**src/rtl/lfsr_prbs_gen_chk_pkg.sv**
```systemverilog
// Shared types and the LFSR advance function used by the PRBS generator and checker.
package lfsr_prbs_gen_chk_pkg;

    localparam int unsigned MAX_WIDTH = 64;

    typedef logic [MAX_WIDTH-1:0] lfsr_vec_t;

    typedef enum logic {StHunt, StLocked} chk_state_e;

    // Fibonacci LFSR: shift left, new LSB = XOR of tapped bits; repeated `steps` times.
    function automatic lfsr_vec_t lfsr_advance(input lfsr_vec_t   state,
                                               input lfsr_vec_t   taps,
                                               input int unsigned width,
                                               input int unsigned steps);
        lfsr_vec_t s;
        lfsr_vec_t mask;
        s    = state;
        mask = (width >= MAX_WIDTH) ? '1 : ((lfsr_vec_t'(1) << width) - lfsr_vec_t'(1));
        for (int unsigned i = 0; i < MAX_WIDTH; i++) begin
            if (i < steps) begin
                s = ((s << 1) | lfsr_vec_t'(^(s & taps & mask))) & mask;
            end
        end
        return s;
    endfunction

endpackage

```
**src/rtl/lfsr_prbs_gen_chk_lfsr_step_n.sv**
```systemverilog
// Combinational unroller: advances a WIDTH-bit LFSR state by OUT_BITS steps.
module lfsr_step_n
    import lfsr_prbs_gen_chk_pkg::*;
#(
    parameter int unsigned      WIDTH    = 16,
    parameter logic [WIDTH-1:0] TAPS     = 16'h8058,
    parameter int unsigned      OUT_BITS = 8
) (
    input  logic [WIDTH-1:0] cur_state,
    output logic [WIDTH-1:0] nxt_state
);
    assign nxt_state = WIDTH'(lfsr_advance(lfsr_vec_t'(cur_state), lfsr_vec_t'(TAPS),
                                           WIDTH, OUT_BITS));
endmodule

```
**config.mk**
```make
export PLATFORM = sky130hd
export DESIGN_NAME = lfsr_step_n
export DESIGN_NICKNAME = d
export VERILOG_FILES = /design/src/rtl/lfsr_prbs_gen_chk_pkg.sv /design/src/rtl/lfsr_prbs_gen_chk_lfsr_step_n.sv
export SDC_FILE = /design/constraint.sdc
export NUM_CORES = 1
export LEC_CHECK = 0
export BUFFER_PORTS_ARGS = -buffer_cell sky130_fd_sc_hd__buf_4
export CORE_AREA = 8 8 45 47
export DETAILED_ROUTE_END_ITERATION = 6
export DIE_AREA = 0 0 53 55
export PLACE_DENSITY_LB_ADDON = 0.12
export SLEW_MARGIN = 20
export SYNTH_ARGS = -nofsm -noshare
export SYNTH_HDL_FRONTEND = slang
export SYNTH_SLANG_ARGS = --single-unit
```
**constraint.sdc**
```tcl
create_clock -name vclk -period 0.9
set_input_delay 0 -clock vclk [all_inputs]
set_output_delay 0 -clock vclk [all_outputs]
set_load 0.01 [all_outputs]
```
-- Word level (Yosys, flattened, before mapping)
Index checks and enable logic that the tools add are counted.
- reductions and logical operators: 8
- bitwise operators: 8
- operator list (cell ; count):
    parity 64 bit ; 8
    bitwise OR 16 x 1 -> 16 bit ; 8
- flip-flop bits (word level): 0
- output and inout bits: 16

-- Longest topological paths before layout
- word-level depth: 16
- mapped depth: 3
- gate-level depth less buffers: 3

-- Worst setup path before layout
Ideal clock, no wire load.
- path kind: in2out
- from: in cur_state[13]
- to: out nxt_state[0]
- stages on the path: 3
- path slack: -91 ps
- data arrival time: 991 ps
- path through: xor2_1 -> xnor2_1 -> xnor3_1
- cells in the longest elaborated chain, start to end: 10
- RTL lines (what ; line ; text):
    from (decl) ; lfsr_prbs_gen_chk_lfsr_step_n.sv:9 ; input logic [WIDTH-1:0] cur_state,
    bitwise OR 16 x 1 -> 16 bit (2 in series) ; lfsr_prbs_gen_chk_pkg.sv:21 ; s = ((s << 1) | lfsr_vec_t'(^(s & taps & mask))) & mask;
    parity 64 bit ; lfsr_prbs_gen_chk_pkg.sv:21 ;
    bitwise OR 16 x 1 -> 16 bit (5 in series) ; lfsr_prbs_gen_chk_pkg.sv:21 ;
    parity 64 bit ; lfsr_prbs_gen_chk_pkg.sv:21 ;
    bitwise OR 16 x 1 -> 16 bit ; lfsr_prbs_gen_chk_pkg.sv:21 ;
    to (decl) ; lfsr_prbs_gen_chk_lfsr_step_n.sv:10 ; output logic [WIDTH-1:0] nxt_state
No other way between the ends.

-- Worst setup path after layout
- from: in cur_state[1]
- to: out nxt_state[1]
- cells in the longest elaborated chain, start to end: 10
- RTL lines (what ; line):
    bitwise OR 16 x 1 -> 16 bit (2 in series) ; lfsr_prbs_gen_chk_pkg.sv:21
    parity 64 bit ; lfsr_prbs_gen_chk_pkg.sv:21
    bitwise OR 16 x 1 -> 16 bit (4 in series) ; lfsr_prbs_gen_chk_pkg.sv:21
    parity 64 bit ; lfsr_prbs_gen_chk_pkg.sv:21
    bitwise OR 16 x 1 -> 16 bit (2 in series) ; lfsr_prbs_gen_chk_pkg.sv:21
No other way between the ends.

==> impl_metrics.json <==
{
  "overflow": 0,
  "antenna_found_initial": 0,
  "placed_cells": 74,
  "nFillCells": 133,
  "finalSetupViolCount": 4,
  "seq_cell_count": 0,
  "gp_congestion": 0.608,
  "dpl_cell_area_um2": 594,
  "cp_data_arrival_time_ps": 1040,
  "drc": 0,
  "worst_pin_slew_ps": 242,
  "cp_data_required_time_ps": 900,
  "criticalPathCategory": "in2out",
  "fmax_mhz": 966,
  "synthSimpleGateAreaFrac": 0,
  "yosysWarningCount": 0,
  "hold_buffers": 0,
  "syn_nets": 45,
  "die_area_um2": 2920,
  "die_x_um": 53,
  "postLayoutCoreUtil": 0.531,
  "grt_max_degree": 5,
  "syn2layout_area_growth_pct": 128,
  "rows": 14,
  "path_delay_family": "XOR/XNOR gates",
  "diodes": 0,
  "hold_viol": 0,
  "worst_slack_ps": -135,
  "ios": 32,
  "outcome": "complete, but fails checks",
  "wire_per_inst_um": 12.8,
  "synth_cell_types": 7,
  "slew_headroom": 0.838,
  "via_per_inst": 3.83,
  "dr.pass1.iters": 1,
  "peakVddDrop_v": 0.000464,
  "hp-class": "in2out",
  "fin_total_pwr_w": 0.000918,
  "nClkBuffers": 0,
  "synth_compound_area_frac": 0,
  "start_kind": "primary input",
  "synthMuxAreaShare": 0,
  "yosys.area_share.adder": 0,
  "drive_gt1_frac": 0.869,
  "avgSynthCellArea_um2": 11.1,
  "timing.final.crit_share": 1.15,
  "routed-via-count": 295,
  "syn_inst": 29,
  "critPathMaxFanout": 3,
  "initialDrtViolationCount": 0,
  "fin_area_um2": 734,
  "slowest_stage": "xnor3_1",
  "grt_pass1_wl_mm": 1.48,
  "ant_nets": 0,
  "powerDensity_nw_per_um2": 1250,
  "totalWireLength_um": 984,
  "seq_area_frac_synth": 0,
  "critPathBufInv": 2,
  "core_area_um2": 1380,
  "synth_top_family_by_area": "XOR/XNOR gates",
  "synth_xor_area_frac": 0.814,
  "hpwlAfterDp_um": 881,
  "die_h_um": 55,
  "fin_nets": 79,
  "post-route-min-period_ps": 1040,
  "rsz0062_at_grt": "yes",
  "grtUsageTotal": 0.0648,
  "max_stage_delay_ps": 440,
  "grt_pass1_vias": 358,
  "crit_path_end_kind": "output pin",
  "path_cells": "buf_8 > xor2_2 > xnor2_2 > xnor3_1 > buf_6",
  "maxCapViolCount": 0,
  "seqCellArea_um2": 0,
  "slew_viol_final": 0,
  "fin_cells": 77,
  "start_util": 0.233,
  "power.leakage_nw": 0.374,
  "failed_checks": "setup timing",
  "synth_area_um2": 323,
  "portBuffers": 30
}
worst paths after layout:
check / startpoint / to / slack, ps / cells past startpoint
worst max-delay path: cur_state[1] / nxt_state[1] / -140 / 5
worst min-delay path: cur_state[7] / nxt_state[15] / 0.2 / 0
per-layer routing:
layer,track usage,vias to the layer above,share of wire
met5,0,-,0
met4,0,0,0
met3,0.0160,0,0.10
met2,0.141,14,0.59
met1,0.0617,138,0.31
li1,-,143,-
synth_stat cells (all sizes together):
library cell  count  area (um^2)
buf               8         60.1
xor2              5         51.3
xor3              1         23.8
xnor2            12          120
xnor3             3         67.6
where the power goes:
part,internal [W],leakage (nW),total [W],switching (W)
registers,0,0,0,0
clock network,0,0,0,0
logic,0.000598,0.374,0.000918,0.000320
placed cells by master, fill, tap and decap left out:
| cell | netlist | routed |
|---|---|---|
| buf_4 | 8 | 29 |
| buf_6 | 0 | 9 |
| xnor2_2 | 2 | 7 |
| xor2_2 | 1 | 4 |
| xnor2_1 | 10 | 4 |
| xnor3_1 | 3 | 3 |
| xnor2_4 | 0 | 1 |
| xor2_4 | 0 | 1 |
| xor3_1 | 1 | 1 |
| buf_12 | 0 | 1 |
| buf_8 | 0 | 1 |
through the flow:
stage	setup slack [ps]	hold WS (ps)	setup TNS [ps]
final	-135	0.190	-385
after global routing	-224	0.198	-667
after CTS	-153	0.344	-460
after detailed placement	-231	0.344	-733
after global placement	-220	0.344	-678
after floorplan	0.878	91.8	0
cell families after synthesis:
logic type,after synthesis
XOR/XNOR,21
buffers and inverters,8
what timing repair did:
action,in CTS,in global routing
setup endpoints to repair,4,4
resized for setup,15,7
cloned,0,0
pin swaps,9,2
buffers inserted,3,1
area by class of cell:
| class | instances | area [um^2] | share of cell area |
|---|---|---|---|
| well taps | 16 | 20.0 | 0.0273 |
| repair buffers | 40 | 354 | 0.482 |
| multi-input cells | 21 | 360 | 0.491 |
Note: power is estimated with default switching activity, not from simulation.
